[config.mk]
export PLATFORM = sky130hd
export DESIGN_NAME = uart_tx_arbiter
export DESIGN_NICKNAME = d
export VERILOG_FILES = /design/src/rtl/uart_pkg.sv /design/src/rtl/uart_rr_select.sv /design/src/rtl/uart_tx_arbiter.sv
export SDC_FILE = /design/constraint.sdc
export NUM_CORES = 1
export LEC_CHECK = 0
export CORE_AREA = 4 4 66 68
export DETAILED_ROUTE_END_ITERATION = 10
export DIE_AREA = 0 0 70 72
export HOLD_SLACK_MARGIN = 0.12
export PLACE_DENSITY_LB_ADDON = 0.25
export SETUP_SLACK_MARGIN = 0.3
export SKIP_LAST_GASP = 1
export SLEW_MARGIN = 40
export SYNTH_ARGS = -nofsm -noshare
export SYNTH_HDL_FRONTEND = slang
export SYNTH_SLANG_ARGS = --single-unit
[constraint.sdc]
create_clock -name clk_in -period 2.6 [get_ports clk_in]
set_input_delay 0.78 -clock clk_in [delete_from_list [all_inputs] [get_ports clk_in]]
set_output_delay 0.78 -clock clk_in [all_outputs]
set_load 0.005 [all_outputs]
[src/rtl/uart_pkg.sv]
// Shared UART definitions: arbiter state encoding and the byte width used by
// uart_rx / uart_tx / uart_tx_arbiter.
package uart_pkg;

  localparam int DATA_BITS_DEF = 8;

  localparam logic [1:0] ARB_IDLE      = 2'b00;
  localparam logic [1:0] ARB_START     = 2'b01;
  localparam logic [1:0] ARB_WAIT_BUSY = 2'b10;
  localparam logic [1:0] ARB_WAIT_DONE = 2'b11;

  typedef enum logic [1:0] {
    S_IDLE      = ARB_IDLE,
    S_START     = ARB_START,
    S_WAIT_BUSY = ARB_WAIT_BUSY,
    S_WAIT_DONE = ARB_WAIT_DONE
  } arb_state_e;

endpackage

[src/rtl/uart_rr_select.sv]
// Combinational round-robin selector.
//   req_in  : request vector
//   ptr_in  : index of the last owner; search starts at ptr_in+1 and wraps
//   gnt_out : one-hot winner (0 when no request)
//   vld_out : any request present
module uart_rr_select #(
  parameter int NUM_REQ = 4,
  parameter int PW      = $clog2(NUM_REQ)
) (
  input  logic [NUM_REQ-1:0] req_in,
  input  logic [PW-1:0]      ptr_in,
  output logic [NUM_REQ-1:0] gnt_out,
  output logic               vld_out
);

  logic [NUM_REQ-1:0]   mask;
  logic [2*NUM_REQ-1:0] dbl;
  logic [2*NUM_REQ-1:0] dbl_oh;

  // Low half holds only requests above the pointer, high half holds all of
  // them; the lowest set bit of the concatenation is the wrapped winner.
  always_comb begin
    mask = '0;
    for (int i = 0; i < NUM_REQ; i++) mask[i] = (i > int'(ptr_in));
    dbl    = {req_in, req_in & mask};
    dbl_oh = dbl & (-dbl);
  end

  assign gnt_out = dbl_oh[2*NUM_REQ-1:NUM_REQ] | dbl_oh[NUM_REQ-1:0];
  assign vld_out = |req_in;

endmodule

[src/rtl/uart_tx_arbiter.sv]
// Round-robin arbiter sharing one UART transmitter among NUM_REQ byte-stream
// requesters. An owner keeps the transmitter until its byte marked last has
// been sent; a transmitter that never raises busy sets a sticky error.
//   clk_in, nrst_in   : clock, asynchronous active-low reset
//   req_in/data_in/last_in : per-requester byte valid, byte, end-of-burst
//   ack_out           : one-cycle accept pulse, coincident with tx_start_out
//   grant_out         : one-hot owner, 0 when idle
//   tx_start_out/tx_data_out/tx_busy_in : transmitter handshake
//   err_timeout_out   : sticky start timeout
module uart_tx_arbiter
  import uart_pkg::*;
#(
  parameter int NUM_REQ       = 4,
  parameter int DATA_BITS     = DATA_BITS_DEF,
  parameter int START_TIMEOUT = 16
) (
  input  logic                         clk_in,
  input  logic                         nrst_in,
  input  logic [NUM_REQ-1:0]           req_in,
  input  logic [NUM_REQ*DATA_BITS-1:0] data_in,
  input  logic [NUM_REQ-1:0]           last_in,
  output logic [NUM_REQ-1:0]           ack_out,
  output logic [NUM_REQ-1:0]           grant_out,
  output logic                         tx_start_out,
  output logic [DATA_BITS-1:0]         tx_data_out,
  input  logic                         tx_busy_in,
  output logic                         err_timeout_out
);

  localparam int PW = $clog2(NUM_REQ);
  localparam int CW = $clog2(START_TIMEOUT + 1);

  generate
    if (NUM_REQ < 2) begin : g_param_chk
      $error("uart_tx_arbiter: NUM_REQ must be at least 2");
    end
  endgenerate

  arb_state_e           state_q, state_d;
  logic [NUM_REQ-1:0]   grant_q, grant_d;
  logic [PW-1:0]        owner_q, owner_d;
  logic [PW-1:0]        ptr_q, ptr_d;
  logic [CW-1:0]        cnt_q, cnt_d;
  logic                 last_q, last_d;
  logic [DATA_BITS-1:0] data_q, data_d;
  logic                 err_q, err_d;
  logic                 start_q, start_d;
  logic [NUM_REQ-1:0]   ack_q, ack_d;

  logic [NUM_REQ-1:0]   sel_gnt;
  logic                 sel_vld;
  logic [PW-1:0]        sel_idx;

  uart_rr_select #(.NUM_REQ(NUM_REQ), .PW(PW)) u_rr (
    .req_in  (req_in),
    .ptr_in  (ptr_q),
    .gnt_out (sel_gnt),
    .vld_out (sel_vld)
  );

  always_comb begin
    sel_idx = '0;
    for (int i = 0; i < NUM_REQ; i++)
      if (sel_gnt[i]) sel_idx = PW'(i);
  end

  always_comb begin
    state_d = state_q;
    grant_d = grant_q;
    owner_d = owner_q;
    ptr_d   = ptr_q;
    cnt_d   = cnt_q;
    last_d  = last_q;
    data_d  = data_q;
    err_d   = err_q;
    start_d = 1'b0;
    ack_d   = '0;
    unique case (state_q)
      S_IDLE: begin
        if (sel_vld && !tx_busy_in) begin
          grant_d = sel_gnt;
          owner_d = sel_idx;
          state_d = S_START;
        end
      end
      S_START: begin
        if (req_in[owner_q]) begin
          start_d = 1'b1;
          ack_d   = grant_q;
          data_d  = data_in[int'(owner_q)*DATA_BITS +: DATA_BITS];
          last_d  = last_in[owner_q];
          cnt_d   = '0;
          state_d = S_WAIT_BUSY;
        end else begin
          // Withdrawn request forfeits its turn.
          grant_d = '0;
          ptr_d   = owner_q;
          state_d = S_IDLE;
        end
      end
      S_WAIT_BUSY: begin
        // cnt_q counts edges since the start pulse minus one, so the error
        // lands exactly START_TIMEOUT cycles after tx_start_out.
        if (tx_busy_in) begin
          state_d = S_WAIT_DONE;
        end else if (cnt_q == CW'(START_TIMEOUT - 1)) begin
          err_d   = 1'b1;
          grant_d = '0;
          ptr_d   = owner_q;
          state_d = S_IDLE;
        end else begin
          cnt_d = cnt_q + 1'b1;
        end
      end
      S_WAIT_DONE: begin
        if (!tx_busy_in) begin
          if (last_q) begin
            grant_d = '0;
            ptr_d   = owner_q;
            state_d = S_IDLE;
          end else begin
            state_d = S_START;
          end
        end
      end
      default: state_d = S_IDLE;
    endcase
  end

  always_ff @(posedge clk_in or negedge nrst_in) begin
    if (!nrst_in) begin
      state_q <= S_IDLE;
      grant_q <= '0;
      owner_q <= '0;
      ptr_q   <= PW'(NUM_REQ - 1);
      cnt_q   <= '0;
      last_q  <= 1'b0;
      data_q  <= '0;
      err_q   <= 1'b0;
      start_q <= 1'b0;
      ack_q   <= '0;
    end else begin
      state_q <= state_d;
      grant_q <= grant_d;
      owner_q <= owner_d;
      ptr_q   <= ptr_d;
      cnt_q   <= cnt_d;
      last_q  <= last_d;
      data_q  <= data_d;
      err_q   <= err_d;
      start_q <= start_d;
      ack_q   <= ack_d;
    end
  end

  assign grant_out       = grant_q;
  assign ack_out         = ack_q;
  assign tx_start_out    = start_q;
  assign tx_data_out     = data_q;
  assign err_timeout_out = err_q;

endmodule

# [Yosys cells after proc, flatten, opt, wreduce, memory -nomap -nowiden]
# Index checks and enable logic that the tools add are counted.
[classes] n_eq_ne=13 muxes=34 n_shift=1 n_reduce_logical=13 order_cmp=4 addsub=2 n_bitwise=4
[ops] op="variable part select 32 x 6 -> 8 bit" count=1
[ops] op="two-way mux 4 bit" count=7
[ops] op="two-way mux 2 bit" count=12
[ops] op="!= test 2 bit (second input constant)" count=8
[ops] op="case mux 4 bit (4 select lines)" count=1
[ops] op="two-way mux 5 bit" count=3
[ops] op="case mux 5 bit (2 select lines)" count=1
[ops] op="bitwise AND 8 bit" count=1
[ops] op="negator 8 bit" count=1
[ops] op="case mux 2 bit (4 select lines)" count=1
[ops] op="two-way mux 1 bit" count=6
[ops] op="case mux 2 bit (3 select lines)" count=1
[ops] op="AND reduction 3 bit" count=2
[ops] op="AND reduction 6 bit" count=1
[ops] op="adder 5 x 1 -> 5 bit (second input constant)" count=1
[ops] op="== test 5 x 4 -> 1 bit (second input constant)" count=1
[ops] op="AND reduction 5 bit" count=1
[ops] op="bitwise AND 4 bit" count=1
[ops] op="binary-select mux 1 bit (select 2 bit)" count=2
[ops] op="== test 2 bit (second input constant)" count=2
[ops] op="greater-than comparator 2 bit (first input constant)" count=2
[ops] op="OR 4 bit" count=1
[ops] op="AND reduction 2 bit" count=2
[ops] op="AND reduction 4 bit" count=1
[ops] op="other kinds (11)" count=11
[word_totals] reg_bits=30 wordCells=81 input_bits=43

# [Logic depth before layout (Yosys ltp)]
# Gate-level depths: netlist (run 1).
[depth] depth_word=8 mapped_depth=8

# [Hierarchy]
# Synthesis (run 1) repeated with hierarchy kept, for this count alone.
[hier_totals] hier_cells=157 area_unflattened_um2=1682.9
[by_module_without_submodules] mod="uart_tx_arbiter" seq_area_each_um2=753.2 cells_per_inst=139 area_each_um2=1569.0 n_inst=1
[by_module_without_submodules] mod="uart_rr_select" seq_area_each_um2=0.0 cells_per_inst=18 area_each_um2=113.9 n_inst=1

# [Worst setup path before layout (run 1)]
# No wires, ideal clock.
[synth_timing] kind="flip-flop to flip-flop" start="reg cnt_q[0]" end="reg ptr_q[0]" required_ns=2.518 stages_incl_launch_ff=9 n_path_buf=1 synth_period_minus_slack_ns=2.006 setup_ns=0.082 slack_ns=0.594 arrival_time_ns=1.923 path_cell_list="dfrtp_1 -> ha_1 -> and3_1 -> ha_1 -> nand2b_1 -> or3_1 -> buf_2 -> nand3_4 -> mux2_4"
[synth_between] elab_chain_len=3
[synth_lines] element="start, declared" line="uart_tx_arbiter.sv:43" rtl="logic [CW-1:0] cnt_q, cnt_d;"
[synth_lines] element="start signal, assigned" line="uart_tx_arbiter.sv:147" rtl="cnt_q <= cnt_d;"
[synth_lines] element="== test 5 x 4 -> 1 bit" line="uart_tx_arbiter.sv:106" rtl="end else if (cnt_q == CW'(START_TIMEOUT - 1)) begin"
[synth_lines] element="!= test 2 bit (no source line)"
[synth_lines] element="AND reduction 6 bit (no source line)"
[synth_lines] element="end signal, assigned" line="uart_tx_arbiter.sv:135" rtl="ptr_q <= PW'(NUM_REQ - 1);"
[synth_lines] element="end signal, assigned" line="uart_tx_arbiter.sv:146" rtl="ptr_q <= ptr_d;"
[synth_lines] element="end, declared" line="uart_tx_arbiter.sv:42" rtl="logic [PW-1:0] ptr_q, ptr_d;"
# Every way passes these cells.
# A chain may end at the register's enable or synchronous reset.

# [Final worst setup path (run 1)]
[layout_timing] start="in req_in[2]" end="reg ptr_q[0]"
[layout_between] elab_chain_len=4
[layout_lines] element="start, declared" line="uart_tx_arbiter.sv:19" rtl="input logic [NUM_REQ-1:0] req_in,"
[layout_lines] element="binary-select mux 1 bit (select 2 bit)" line="uart_tx_arbiter.sv:87" rtl="if (req_in[owner_q]) begin"
[layout_lines] element="two-way mux 1 bit (implied by the code)" line="uart_tx_arbiter.sv:87"
[layout_lines] element="!= test 2 bit (no source line)"
[layout_lines] element="AND reduction 6 bit (no source line)"
# Every way passes these cells. The select of a mux whose other input is x is not followed.

==> run_results.csv, run 1 <==
group,metric,value,unit
clocking,clkLatencyLatePin,270,ps
layout,area_growth,45.6,%
synth,yosys.area_share.simple,19.1,%
synth,synthMuxAreaShare,16.4,%
die,die_y,72,um
timing,setup_violations,0,
layout,fill_cells,344,
critical_path,cp.required,2800,ps
timing,tightest_slew,550,ps
timing,worst_clock_skew,3.73,ps
timing,fin_setup_tns,0,ps
critical_path,critPathCaptureType,"register",
placed_design,gp_congestion,0.778,
placed_design,portBuffers,60,
route,drc,0,
synth,yosys.area.top_type,"dfrtp_1",
route,ant_nets,0,
critical_path,rr_startpoint,"cnt_q[0]",
clocking,cts_buffers,5,
synth,yosysMostFrequentCell,"nand2_1",
synth,synth_adder_area_share,1.55,%
layout,diodes,0,
clocking,root_buffer,"clkbuf_8",
synth,synth_cell_types,40,
route,wl_per_cell,15.2,um
synth,syn_area_per_cell,11.2,um^2
synth,yosysSeqAreaShare,46.7,%
power_and_ir_drop,p_leak,1.03,nW
worst_hold_path,hold_start,"err_timeout_out",
critical_path,cp-start-kind,"primary input",
timing,hold_violations,0,
layout,utilization,60.9,%
die,io_pins,61,
synth,ys_ff_latch,30,
timing,rsz0062_at_grt,"false",
timing,fin_ws,359,ps
synth,synth_xor_area_share,1.09,%
power_and_ir_drop,ir_worst_vdd,456,uV
layout,layout-drive-gt1-share,15.5,%
synth,synth_top_family_by_area,"simple AND/OR/NAND/NOR gates",
timing,max_freq,446,MHz
die,initial_utilization,41.8,%
route,wirelength,3920,um
placed_design,dp_hpwl,3120,um
route,initialDrtViolationCount,28,
critical_path,crit_fanout,9,
critical_path,critPathArrivalTime,2440,ps
power_and_ir_drop,p_per_area,915,mW/mm^2
route,drtPass1Iterations,4,
timing,min_period,2240,ps
synth,mappedNetlistArea,0.00161,mm^2
synth,synth_common_cells,"34 x nand2_1, 28 x dfrtp_1, 10 x mux4_2",
global_routing,grt_max_degree,31,
synth,synthTopCellsByArea,"dfrtp_1 43%, mux4_2 14%, nand2_1 7.9%, dfstp_2 3.3%, o2bb2ai_1 2.7%",
global_routing,antenna_found_initial,0,
synth,synth_compound_area_share,11.3,%
clocking,hold_buffers,0,
synth,async_reset_ff_share,100,%
synth,synth_edf_count,0,
clocking,htreeDepth,2,
clocking,cts_tree,"built",
synth,synthCells,144,
critical_path,slowest_stage,"mux4_2",
critical_path,path_class,"primary input to register",
run_status,status,"complete, no violations",
synth,ys.flop_type,"dfrtp_1",
die,fp-row-count,23,
synth,yosysWarnings,0,
timing,relSlewSlack,62.8,%
job,cap_violations,0,
worst_hold_path,hp-class,"register to register",
timing,min_period_over_period,86.2,%
global_routing,grt_pass1_wl,6490,um
global_routing,globalRouteOverflowTotal,0,
clocking,clkSlewWorstSetupHoldPaths,60,ps
layout,nets,252,
placed_design,post-place-ws,109,ps
layout,regArea,753,um^2
critical_path,path_cells,"clkdlybuf4s50_1, mux4_2, nand3b_4, nand3_4, mux2_4",
synth,synth.top_cell.area_share,43.4,%
die,design.core.area,0.00386,mm^2
critical_path,crit_path_start,"req_in[2]",
clocking,clock_path_buffers,2,
route,vias,1344,
die,die_w,70,um
clocking,clock_sinks,30,
layout,multiInputGateArea,805,um^2
die,dieArea,0.00504,mm^2
timing,slew_viol_final,0,
synth,synth_nets,189,
route,via_per_inst,5.23,
critical_path,max_stage_delay,540,ps
global_routing,track_usage,16.2,%
global_routing,grt_pass1_vias,1425,
==> placed cells by master, fill, tap and decap left out, types with 2 or more instances in the layout <==
master           count
and2_1               4
mux4_2              10
ha_1                 2
a21boi_0             2
o21ai_0              6
dfstp_2              2
clkinv_2             2
a21oi_1              2
nand2b_1             3
clkbuf_8             5
dfrtp_1             28
nor2_1               4
buf_4                4
clkdlybuf4s50_1     60
nor2b_1              4
nand2_1             34
xor2_1               2
mux2_4               2
o2bb2ai_1            5
inv_1                4
a21o_1               2
==> critical path, delay by kind of cell <==
| family | cells | cell delay (ps) |
|---|---|---|
| buffers and inverters | 1 | 530 |
| and+or+nand+nor | 2 | 270 |
| muxes | 2 | 850 |
==> kinds of logic (layout without fill, tap and decap cells) <==
logic type | count (synthesis) | after routing
compound gates | 24 | 24
xor+xnor | 2 | 2
simple gates | 60 | 60
fa+ha+maj | 2 | 2
flops | 30 | 30
buf+inv | 13 | 76
mux | 13 | 13
==> area by class of cell <==
class	instances	share of cell area (%)
tap	50	2.66
multi-input combinational	101	34.3
timing repair buffer	64	26.9
clock buffer	5	2.93
inverter	5	0.799
clock inverter	2	0.426
sequential	30	32.1
==> per-stage QoR <==
step / total power, mW / cell area [um^2] / hold WS [ps] / instances
floorplan: 1.43 / 1610 / 446 / 144
global placement: 1.79 / 2260 / 452 / 250
detailed placement: 1.83 / 2260 / 455 / 250
global route: 2.30 / 2350 / 478 / 257
CTS: 2.18 / 2340 / 470 / 257
finish: 2.15 / 2350 / 462 / 257
==> where the power goes <==
group	total [mW]	internal, mW	switching, mW
registers	0.847	0.652	0.195
clock network	0.335	0.179	0.156
logic	0.968	0.571	0.398
total	2.15	1.40	0.749
==> what timing repair did <==
action | 4_1_cts | 5_1_grt
resized for setup | 0 | 1
setup endpoints to repair | 0 | 1
buffers inserted | 0 | 0
==> state kept, by name (all words and copies together) (netlist names), 2 cells and up <==
| signal | cells |
|---|---|
| tx_data_out | 8 |
| state_q | 2 |
| ack_out | 4 |
| cnt_q | 5 |
| ptr_q | 2 |
| owner_q | 2 |
| grant_out | 4 |
==> worst paths after layout <==
path | slack (ps) | cells after the start | endpoint
worst max-delay path | 360 | 5 | ptr_q[0]
worst min-delay path | 460 | 1 | err_timeout_out
worst max register to register | 420 | 7 | ptr_q[0]
worst min register to register | 460 | 1 | err_timeout_out
max in group asynchronous | 1390 | 2 | ptr_q[0]
min in group asynchronous | 900 | 2 | ack_out[2]
==> routing by layer <==
metal  GRT usage [%]  up-vias  share of wire [%]
li1                -      638                  -
met1            18.9      661                 40
met2            29.3       41                 54
met3            4.71        4                5.1
met4            4.68        0               0.69
met5               0        -                  0
No activity file was read; power rests on OpenSTA's default activity.
==> run 2: changes to the inputs <==
--- a/config.mk
+++ b/config.mk
@@ -5,9 +5,10 @@
 export SDC_FILE = /design/constraint.sdc
 export NUM_CORES = 1
 export LEC_CHECK = 0
-export CORE_AREA = 4 4 66 68
+export CORE_AREA = 4 4 65 67
+export CTS_BUF_LIST = sky130_fd_sc_hd__clkbuf_4
 export DETAILED_ROUTE_END_ITERATION = 10
-export DIE_AREA = 0 0 70 72
+export DIE_AREA = 0 0 69 71
 export HOLD_SLACK_MARGIN = 0.12
 export PLACE_DENSITY_LB_ADDON = 0.25
 export SETUP_SLACK_MARGIN = 0.3
==> run 2 against run 1 <==
Effect of this change: via count fell by 0.82%; flip-flop and latch count unchanged; global-route usage shrank 0.25 points; highest routed layer unchanged; core utilization increased by 2.6 points; final cell count down 0.78%; non-clock buffer count is 1 lower.
==> run_results.csv, run 2 (same netlist as run 1, synthesis figures left out) <==
group,metric,value,unit
timing,max_freq,465,MHz
clocking,hold_buffers,0,
power_and_ir_drop,p_per_area,893,mW/mm^2
run_status,status,"complete, no violations",
critical_path,cp.required,2860,ps
layout,final_cell_mix,"60 x clkdlybuf4s50_1, 34 x nand2_1, 28 x dfrtp_1",
timing,fin_setup_tns,0,ps
clocking,clock_sinks,30,
worst_hold_path,hp-class,"register to register",
job,cap_violations,0,
layout,area_growth,43.1,%
timing,relSlewSlack,66.1,%
placed_design,dp.cells,247,
clocking,clock_path_buffers,2,
critical_path,cp_common_cell,"ha_1",
layout,largest_reg_flops,8,
route,vias,1333,
route,wl_per_cell,14.6,um
clocking,cts_resized,0,
die,design.core.area,0.00363,mm^2
critical_path,path_cells,"ha_1, and3_1, ha_1, nand2b_1, or3_1, nand3_4, mux2_4",
die,die_y,71,um
timing,min_period,2150,ps
route,wirelength,3720,um
layout,layout.cells.non_filler,255,
route,via_per_inst,5.23,
die,die_w,69,um
die,io_pins,61,
timing,tightest_slew,504,ps
die,initial_utilization,44.4,%
global_routing,grt_pass1_vias,1353,
global_routing,grt_pass1_wl,6210,um
critical_path,critPathArrivalTime,2410,ps
route,ant_nets,0,
timing,slew_viol_final,0,
critical_path,max_stage_delay,440,ps
timing,rsz0062_at_grt,"false",
critical_path,slowest_stage,"or3_1",
power_and_ir_drop,p_leak,1.01,nW
critical_path,cp-start-kind,"register",
global_routing,globalRouteOverflowTotal,0,
clocking,cts_tree,"built",
die,fp-row-count,22,
clocking,cts_buffers,5,
route,drtPass1Iterations,5,
global_routing,track_usage,16.0,%
global_routing,grt_max_degree,31,
timing,worst_clock_skew,7.25,ps
timing,min_period_over_period,82.7,%
route,drc,0,
critical_path,path_class,"register to register",
clocking,clkSlewWorstSetupHoldPaths,90,ps
clocking,clkLatencyLatePin,330,ps
placed_design,gp_congestion,0.982,
layout,diodes,0,
die,dieArea,0.00490,mm^2
critical_path,critPathCaptureType,"register",
layout,final_common_cell,"clkdlybuf4s50_1",
timing,setup_violations,0,
critical_path,crit_fanout,6,
global_routing,antenna_found_initial,0,
clocking,root_buffer,"clkbuf_4",
layout,nets,251,
clocking,postCtsSetupBuffers,0,
clocking,htreeDepth,2,
timing,hold_violations,0,
placed_design,dp_hpwl,2850,um
route,initialDrtViolationCount,47,
power_and_ir_drop,power,2.06,mW
layout,layout-drive-gt1-share,14.5,%
placed_design,portBuffers,60,
power_and_ir_drop,ir_worst_vdd,429,uV
[run 2: cell count changes in the layout (fill, tap and decap cells not counted)]
cell,change
nor4_2,-1
clkinv_2,-1
nor4_1,+1
clkinv_1,+1
buf_4,-1
clkbuf_4,+6
clkbuf_8,-5
[run 2: final timing paths]
kind,depth (start not counted),endpoint,slack (ps),startpoint
max,7,ptr_q[0],450,cnt_q[0]
min,1,err_timeout_out,470,err_timeout_out
max reg2reg,7,ptr_q[0],450,cnt_q[0]
min reg2reg,1,err_timeout_out,470,err_timeout_out
max in group asynchronous,2,ptr_q[0],1450,nrst_in
min in group asynchronous,2,state_q[1],830,nrst_in
[run 2: critical path, delay by kind of cell (launching register included)]
| family | cells | cell delay (ps) |
|---|---|---|
| fa+ha+maj | 2 | 430 |
| mux | 1 | 290 |
| flops | 1 | 420 |
| simple gates | 4 | 930 |
[run 2: layout make-up]
type	count	area, um^2
Tap cell	48	60.1
Inverter	5	18.8
Timing Repair Buffer	63	623
Fill cell	311	1330
Multi-Input combinational cell	101	798
Sequential cell	30	753
Clock buffer	6	45.0
Clock inverter	2	8.76
[run 2: metal layers]
metal | part of all wire, % | vias to the layer above | global-route usage [%]
met1 | 38 | 645 | 18.7
met2 | 54 | 48 | 28.0
met3 | 7.3 | 3 | 5.82
met5 | 0 | - | 0
met4 | 0.67 | 0 | 3.90
li1 | - | 637 | -
[run 2: report_power, final]
part	leakage [nW]	switching (mW)	internal (mW)
logic	0.590	0.392	0.570
registers	0.388	0.182	0.649
clock network	0.0331	0.156	0.112
[run 2: metrics by stage]
stage	utilization (%)	hold WS, ps	setup slack, ps	area, um^2
finish	63.5	468	449	2310
global route	63.5	507	349	2310
CTS	63.5	475	439	2310
detailed placement	62.0	455	135	2250
global placement	62.0	449	175	2250
floorplan	-	446	594	1610
